$ cat src/rtl/spi_eeprom_slave.sv
// SPI mode-0 slave emulating a small serial EEPROM (READ/WRITE/WREN/WRDI/RDSR/WRSR).
// SCK, CS_N and MOSI are oversampled in the CLK_I domain; writes commit through a page buffer.
module spi_eeprom_slave #(
    parameter int unsigned ADDR_W       = 7,
    parameter int unsigned PAGE_BYTES   = 16,
    parameter int unsigned WRITE_CYCLES = 500,
    parameter int unsigned SYNC_STAGES  = 2
) (
    input  logic CLK_I,
    input  logic RST_I,
    input  logic SCK,
    input  logic CS_N,
    input  logic MOSI,
    output logic MISO,
    output logic MISO_OE,
    output logic WIP
);

    localparam int unsigned DEPTH = 2**ADDR_W;
    localparam int unsigned COL_W = $clog2(PAGE_BYTES);
    localparam int unsigned IDX_W = COL_W + 1;
    localparam int unsigned CNT_W = $clog2(WRITE_CYCLES);
    localparam logic [ADDR_W-1:0] PROT_Q = ADDR_W'(DEPTH - DEPTH/4);
    localparam logic [ADDR_W-1:0] PROT_H = ADDR_W'(DEPTH/2);
    localparam logic [7:0] OP_WRSR = 8'h01;
    localparam logic [7:0] OP_WRITE = 8'h02;
    localparam logic [7:0] OP_READ = 8'h03;
    localparam logic [7:0] OP_WRDI = 8'h04;
    localparam logic [7:0] OP_RDSR = 8'h05;
    localparam logic [7:0] OP_WREN = 8'h06;

    typedef enum logic [2:0] {
        S_IDLE, S_CMD, S_ADDR, S_RDATA, S_WDATA, S_WRSR, S_RDSR, S_IGNORE
    } state_t;

    state_t r_state, w_state_nxt;

    logic [SYNC_STAGES-1:0] r_sck_sync, r_cs_sync, r_mosi_sync;
    logic r_sck_prev, r_cs_prev;
    logic [2:0] r_bit_cnt;
    logic [6:0] r_shift;
    logic [7:0] r_tx;
    logic r_miso, r_miso_oe;
    logic [1:0] r_bp, r_bp_pend;
    logic r_wel, r_wip, r_copy_en;
    logic [CNT_W-1:0] r_wip_cnt;
    logic [IDX_W-1:0] r_copy_idx;
    logic r_pend_wren, r_pend_wrdi, r_sr_got, r_is_write;
    logic [ADDR_W-1:0] r_addr;
    logic [PAGE_BYTES-1:0] r_valid;
    logic [7:0] r_buf [PAGE_BYTES];
    logic [7:0] r_mem [DEPTH];

    logic w_sck, w_cs, w_mosi;
    logic w_sck_rise, w_sck_fall, w_cs_rise, w_cs_fall;
    logic w_bit_ev, w_byte_done, w_wr_byte, w_protected, w_copy_we;
    logic [7:0] w_byte, w_status;
    logic [COL_W-1:0] w_col, w_col_nxt, w_copy_col;
    logic [ADDR_W-1:0] w_page_start;

    assign w_sck  = r_sck_sync[SYNC_STAGES-1];
    assign w_cs   = r_cs_sync[SYNC_STAGES-1];
    assign w_mosi = r_mosi_sync[SYNC_STAGES-1];

    assign w_sck_rise = w_sck & ~r_sck_prev;
    assign w_sck_fall = ~w_sck & r_sck_prev;
    assign w_cs_rise  = w_cs & ~r_cs_prev;
    assign w_cs_fall  = ~w_cs & r_cs_prev;

    // CS_N edges take priority over any coincident SCK edge
    assign w_bit_ev    = w_sck_rise && !w_cs_rise && !w_cs_fall && (r_state != S_IDLE);
    assign w_byte_done = w_bit_ev && (r_bit_cnt == 3'd7);
    assign w_byte      = {r_shift, w_mosi};
    assign w_wr_byte   = w_byte_done && (r_state == S_WDATA);
    assign w_status    = {4'b0000, r_bp, r_wel, r_wip};

    assign w_col        = r_addr[COL_W-1:0];
    assign w_col_nxt    = w_col + COL_W'(1);
    assign w_page_start = {r_addr[ADDR_W-1:COL_W], COL_W'(0)};
    assign w_copy_col   = r_copy_idx[COL_W-1:0];
    assign w_copy_we    = r_wip && r_copy_en && (r_copy_idx != IDX_W'(PAGE_BYTES))
                          && r_valid[w_copy_col];

    always_comb begin
        case (r_bp)
            2'b01:   w_protected = (w_page_start >= PROT_Q);
            2'b10:   w_protected = (w_page_start >= PROT_H);
            2'b11:   w_protected = 1'b1;
            default: w_protected = 1'b0;
        endcase
    end

    // Input synchronizers (no reset: they only carry pin state)
    always_ff @(posedge CLK_I) begin
        r_sck_sync  <= {r_sck_sync[SYNC_STAGES-2:0], SCK};
        r_cs_sync   <= {r_cs_sync[SYNC_STAGES-2:0], CS_N};
        r_mosi_sync <= {r_mosi_sync[SYNC_STAGES-2:0], MOSI};
    end

    always_ff @(posedge CLK_I) begin
        if (RST_I) r_state <= S_IDLE;
        else       r_state <= w_state_nxt;
    end

    always_comb begin
        w_state_nxt = r_state;
        if (w_cs_rise) begin
            w_state_nxt = S_IDLE;
        end else if (w_cs_fall) begin
            w_state_nxt = S_CMD;
        end else if (w_byte_done) begin
            case (r_state)
                S_CMD: begin
                    if (r_wip && (w_byte != OP_RDSR)) w_state_nxt = S_IGNORE;
                    else begin
                        case (w_byte)
                            OP_READ:  w_state_nxt = S_ADDR;
                            OP_WRITE: w_state_nxt = r_wel ? S_ADDR : S_IGNORE;
                            OP_RDSR:  w_state_nxt = S_RDSR;
                            OP_WRSR:  w_state_nxt = r_wel ? S_WRSR : S_IGNORE;
                            default:  w_state_nxt = S_IGNORE;
                        endcase
                    end
                end
                S_ADDR:  w_state_nxt = r_is_write ? S_WDATA : S_RDATA;
                default: w_state_nxt = r_state;
            endcase
        end
    end

    always_ff @(posedge CLK_I) begin
        if (RST_I) begin
            // Edge history follows the pins so a held-low CS_N does not restart a frame
            r_sck_prev  <= w_sck;
            r_cs_prev   <= w_cs;
            r_bit_cnt   <= 3'd0;
            r_shift     <= 7'd0;
            r_tx        <= 8'd0;
            r_miso      <= 1'b0;
            r_miso_oe   <= 1'b0;
            r_bp        <= 2'b00;
            r_bp_pend   <= 2'b00;
            r_wel       <= 1'b0;
            r_wip       <= 1'b0;
            r_copy_en   <= 1'b0;
            r_wip_cnt   <= CNT_W'(0);
            r_copy_idx  <= IDX_W'(0);
            r_pend_wren <= 1'b0;
            r_pend_wrdi <= 1'b0;
            r_sr_got    <= 1'b0;
            r_is_write  <= 1'b0;
            r_addr      <= ADDR_W'(0);
            r_valid     <= PAGE_BYTES'(0);
        end else begin
            r_sck_prev <= w_sck;
            r_cs_prev  <= w_cs;
            if (r_wip) begin
                if (r_wip_cnt == CNT_W'(0)) begin
                    r_wip <= 1'b0;
                    r_wel <= 1'b0;
                end else begin
                    r_wip_cnt <= r_wip_cnt - CNT_W'(1);
                end
                if (r_copy_idx != IDX_W'(PAGE_BYTES)) r_copy_idx <= r_copy_idx + IDX_W'(1);
            end
            if (w_cs_rise) begin
                r_miso    <= 1'b0;
                r_miso_oe <= 1'b0;
                if (r_pend_wren) r_wel <= 1'b1;
                if (r_pend_wrdi) r_wel <= 1'b0;
                if (r_state == S_WDATA && r_bit_cnt == 3'd0 && |r_valid) begin
                    if (w_protected) begin
                        r_wel <= 1'b0;
                    end else begin
                        r_wip      <= 1'b1;
                        r_wip_cnt  <= CNT_W'(WRITE_CYCLES - 1);
                        r_copy_idx <= IDX_W'(0);
                        r_copy_en  <= 1'b1;
                    end
                end
                if (r_state == S_WRSR && r_bit_cnt == 3'd0 && r_sr_got) begin
                    r_bp       <= r_bp_pend;
                    r_wip      <= 1'b1;
                    r_wip_cnt  <= CNT_W'(WRITE_CYCLES - 1);
                    r_copy_idx <= IDX_W'(0);
                    r_copy_en  <= 1'b0;
                end
            end else if (w_cs_fall) begin
                r_miso      <= 1'b0;
                r_miso_oe   <= 1'b1;
                r_bit_cnt   <= 3'd0;
                r_pend_wren <= 1'b0;
                r_pend_wrdi <= 1'b0;
                r_sr_got    <= 1'b0;
            end else if (w_bit_ev) begin
                r_shift   <= w_byte[6:0];
                r_bit_cnt <= r_bit_cnt + 3'd1;
                if (w_byte_done) begin
                    case (r_state)
                        S_CMD: begin
                            r_is_write <= (w_byte == OP_WRITE);
                            if (!r_wip && w_byte == OP_WREN) r_pend_wren <= 1'b1;
                            if (!r_wip && w_byte == OP_WRDI) r_pend_wrdi <= 1'b1;
                        end
                        S_ADDR: begin
                            r_addr <= w_byte[ADDR_W-1:0];
                            if (r_is_write) r_valid <= PAGE_BYTES'(0);
                        end
                        S_WDATA: begin
                            r_valid[w_col] <= 1'b1;
                            r_addr <= {r_addr[ADDR_W-1:COL_W], w_col_nxt};
                        end
                        S_WRSR: begin
                            if (!r_sr_got) begin
                                r_sr_got  <= 1'b1;
                                r_bp_pend <= w_byte[3:2];
                            end
                        end
                        default: ;
                    endcase
                end
            end else if (w_sck_fall && r_state != S_IDLE) begin
                // Byte boundary loads a fresh byte; otherwise keep shifting MSB first
                if (r_state == S_RDATA && r_bit_cnt == 3'd0) begin
                    r_miso <= r_mem[r_addr][7];
                    r_tx   <= {r_mem[r_addr][6:0], 1'b0};
                    r_addr <= r_addr + ADDR_W'(1);
                end else if (r_state == S_RDSR && r_bit_cnt == 3'd0) begin
                    r_miso <= w_status[7];
                    r_tx   <= {w_status[6:0], 1'b0};
                end else if (r_state == S_RDATA || r_state == S_RDSR) begin
                    r_miso <= r_tx[7];
                    r_tx   <= {r_tx[6:0], 1'b0};
                end else begin
                    r_miso <= 1'b0;
                end
            end
        end
    end

    always_ff @(posedge CLK_I) begin
        if (!RST_I && w_wr_byte) r_buf[w_col] <= w_byte;
    end

    // Page commit: one buffered byte per cycle while WIP is high
    always_ff @(posedge CLK_I) begin
        if (!RST_I && w_copy_we) r_mem[{r_addr[ADDR_W-1:COL_W], w_copy_col}] <= r_buf[w_copy_col];
    end

    assign MISO    = r_miso;
    assign MISO_OE = r_miso_oe;
    assign WIP     = r_wip;

endmodule
$ cat config.mk
export PLATFORM = sky130hd
export DESIGN_NAME = spi_eeprom_slave
export DESIGN_NICKNAME = d
export VERILOG_FILES = /design/src/rtl/spi_eeprom_slave.sv
export SDC_FILE = /design/constraint.sdc
export NUM_CORES = 1
export LEC_CHECK = 0
export BUFFER_PORTS_ARGS = -buffer_cell sky130_fd_sc_hd__buf_2
export CORE_AREA = 3 3 330 332
export CTS_CLUSTER_DIAMETER = 40
export DETAILED_ROUTE_END_ITERATION = 10
export DIE_AREA = 0 0 333 335
export GPL_ROUTABILITY_DRIVEN = 1
export RECOVER_POWER = 50
export SYNTH_ARGS = -nofsm -noshare
export SYNTH_HDL_FRONTEND = slang
export SYNTH_SLANG_ARGS = --single-unit
export TNS_END_PERCENT = 1
$ cat constraint.sdc
create_clock -name CLK_I -period 9.4 [get_ports CLK_I]
set_clock_uncertainty 0.1 [all_clocks]
set_input_delay 0.94 -clock CLK_I [delete_from_list [all_inputs] [get_ports CLK_I]]
set_output_delay 0.94 -clock CLK_I [all_outputs]
set_load 0.1 [all_outputs]
==> metrics.md <==
| Metric | Value |
|---|---|
| Outcome | complete, but fails checks |
| Violations in the final reports | max-capacitance violations, max-slew violations |
| Top cells by instance count after synthesis | edfxtp_1 (1152), nor2_1 (255), mux4_2 (222), mux2i_1 (193), nand2_1 (79) |
| Post-Syn Nets | 2654 |
| First-pass GRT wire length | 180 mm |
| Yosys reg bits | roughly 1.2k |
| Buf/Inv on CP | 2 |
| CP max stage cell | clkbuf_1 |
| Top cell by count, worst path | clkbuf_1 |
| Sequential element share of the synthesized area | about three quarters |
| Detail Route Antenna Nets | 0 |
| EDFF count, synth | 1152 |
| Post-CTS setup buffer count | 0 |
| Maximum number of pins on one net before global-route repair | 129 |
| Clock tree from TritonCTS | yes |
| Num ports | 8 |
| Area growth, synth to finish | 13.3% |
| Total leakage power | between 15 and 20 nW |
| Pins over their slew limit | about 540 |
| Final setup vio count | 0 |
| Count of synthesis-stage warnings from yosys | 0 |
| TNS Setup | 0 ps |
| Area of all placed cells without fillers | roughly 55000 sq um |
| Vias per inst | roughly 6.1 |
| Category of cells accounting for the largest share of critical-path delay | buffers and inverters |
| Total number of vias | 25.8k |
| Dominant register cell in the synthesized netlist | edfxtp_1 |
| Hold buffer count at cts | 0 |
| Count of cell types in the netlist | 66 |
| Worst hold-check path type | in2reg |
| Via count of the first global-routing pass | 26.1k |
| Starting density of the core | 45.7% |
| Portion of synthesized cell area occupied by the leading cell type | 71.1% |
| Count of instances resized after the clock tree is built | 0 |
| Worst Path Max Fanout | 67 |
| Instance area after placement | a little over 50000 sq um |
| Worst Path Required | 9300 ps |
| Reg2Reg Capture Point | r_mem[57][0] |
| Final period util | 72.8% |
| Core occupancy in the finished layout | between 50% and 60% |
| Number of failing hold endpoints at the final stage | 0 |
| Most frequent cell after synthesis | edfxtp_1 |
| Type of element launching the critical path | flip-flop |
| Die Y | between 300 and 400 microns |
| VDD IR-drop max | between 0.15 and 0.2 mV |
| Synth top area cells | edfxtp_1 (71%), mux4_2 (10%), mux2i_1 (4.0%), dfxtp_1 (3.2%), nor2_1 (2.0%) |
| Placeable core area | 107000 sq um |
| Ratio of cells with drive above 1 in the final layout | 19.8% |
| Headroom to the max-slew limit | -145% |
| Number of port buffers | 7 |
| Sinks on Clock Net | 1230 |
| Worst Path Class, Setup | reg2reg |
| Synth async-reset ratio | 0% |
| Synth area leader | edfxtp_1 |
| Setup slack on the worst flop-to-flop path | ~2600 ps |
| Largest incremental delay on the critical path | roughly 2500 ps |
| Total congestion overflow after global routing | 0 |
| Post-DR wirelength/cell | 29.3 microns |
| Die area | approximately 110000 sq um |
| Hold depth | 1 |
| Chip Width | 333 microns |
| Initial antenna violation count | 2 |
| Buffers from clock root to sink, at most | 3 |
| Mean Syn Cell Area | 18.5 sq um |
| Post-layout minimum cycle time | 6840 ps |
| Cell area after technology mapping | roughly 49000 sq um |
| Latest clock arrival within the worst-skew pair | 750 ps |
| Worst EP arrival | 6740 ps |
| Setup repair after global routing missed its margin | false |
| Violation count after the first detailed-route iteration | 2869 |
| Standard-cell row count | 120 |
| Post-DP HPWL | approximately 74 mm |
| CTS H-tree lvls | 4 |
| Post-route total power | about 0.012 W |
| Hold path startpoint | CS_N |
| Gate count after technology mapping | around 2.6k |
| Global Route Usage Sum | 22.1% |
| DR pass1 iterations | 6 |
| Terminating pin of the worst hold path | r_cs_sync[0] |
| Residual DRC | 0 |
| Final net count | 2715 |
| Worst-Margin Slew | between 3000 and 4000 ps |
| Worst-case reg-to-reg path depth | 4 |
| Weighted congestion at the end of routability-driven global placement | slightly below 0.9 |
| Sequence of cells on the critical path | clkbuf_1, mux4_2, mux4_4, clkbuf_1 |
| Inserted Diodes | 0 |
| Highest clock rate | 0.146 GHz |
| Clock buffers created by TritonCTS | 150 |
| Clock-pin slew on the worst setup and hold paths | 50 ps |
| Reported max-cap violation count | 10 |
| Cell at the root of the clock tree | clkbuf_16 |
| Type of element capturing the critical path | flip-flop |
| RR Startpoint | r_copy_idx[2] |
| Power density over the cells | approximately 210 nW/um^2 |
| Final Routed Wirelength | 124 mm |
==> where the power goes <==
group / switching, W / internal [W] / total (W)
clock network: 0.00229 / 0.00341 / 0.00570
logic: 0.0000176 / 0.00000562 / 0.0000233
registers: 0.00000269 / 0.00590 / 0.00590
total: 0.00232 / 0.00931 / 0.0116
==> final cells by class <==
type / count / area, sq um
Fill cell: 8402 / 51500
Tap cell: 1403 / 1760
Inverter: 14 / 52.6
Clock buffer: 184 / 4000
Multi-Input combinational cell: 1245 / 11800
Clock inverter: 93 / 976
Sequential cell: 1230 / 36200
Timing Repair Buffer: 57 / 375
==> layout by cell type (no fill, tap or decap), drive strengths merged, types with 11 or more instances in the layout <==
cell,netlist,final
buf,94,42
clkbuf,54,199
clkinvlp,0,12
o21ai,25,25
nor2b,18,18
nand2,79,79
a22o,16,16
nor4,21,21
a221oi,27,27
and2,18,18
mux4,222,222
o221ai,13,13
dfxtp,78,78
nand3,23,23
bufinv,0,12
edfxtp,1152,1152
clkinv,2,46
ha,12,12
mux2,32,32
a22oi,29,29
a21oi,72,72
mux2i,193,193
nor2,255,255
o22ai,29,29
inv,12,37
nor3,30,30
a211oi,17,17
nand2b,11,11
==> through the flow <==
| step | hold slack [ps] | cells | worst slack, ps |
|---|---|---|---|
| after global placement | 213 | 3949 | 4430 |
| final | 195 | 4226 | 2560 |
| after global routing | 165 | 4226 | 2140 |
| after floorplan | 210 | 2637 | 1330 |
| after CTS | 149 | 4226 | 4450 |
| after detailed placement | 219 | 3949 | 4450 |
==> flip-flops by register name, summed over array words and instances, names as in the netlist, 2 cells and up <==
register,cells
r_tx,7
r_wip_cnt,9
r_bp,2
r_shift,7
r_bp_pend,2
r_sck_sync,2
r_mem,1024
r_valid,16
r_state,3
r_bit_cnt,3
r_addr,7
r_cs_sync,2
r_buf,128
r_mosi_sync,2
r_copy_idx,5
==> metal layers <==
layer	part of all wire [%]	global-route usage (%)	vias up	wire length (microns)
li1	-	-	10866	-
met1	41	30.5	13469	50500
met2	49	35.9	1182	60400
met3	7.1	3.65	247	8840
met4	3.2	7.83	0	3950
met5	0	0	-	0
==> worst max path at each step <==
stage | cells past startpoint | end | from
CTS | 8 | r_tx[3] | r_addr[0]
global placement | 8 | r_tx[3] | r_addr[0]
floorplan | 8 | r_mem[0][6] | r_copy_idx[0]
global route | 4 | r_mem[57][0] | r_copy_idx[2]
detailed placement | 8 | r_tx[3] | r_addr[0]
finish | 4 | r_mem[57][0] | r_copy_idx[2]
==> cell families after synthesis <==
family	share of synthesized area [%]
DFF	74.3
muxes	15.0
xor gates and xnor gates	0.198
adders and majority gates	0.308
and+or+nand+nor	4.63
buffers and inverters	1.65
AOI/OAI and AO/OA	3.95
Note: power is estimated with default switching activity, not from simulation.
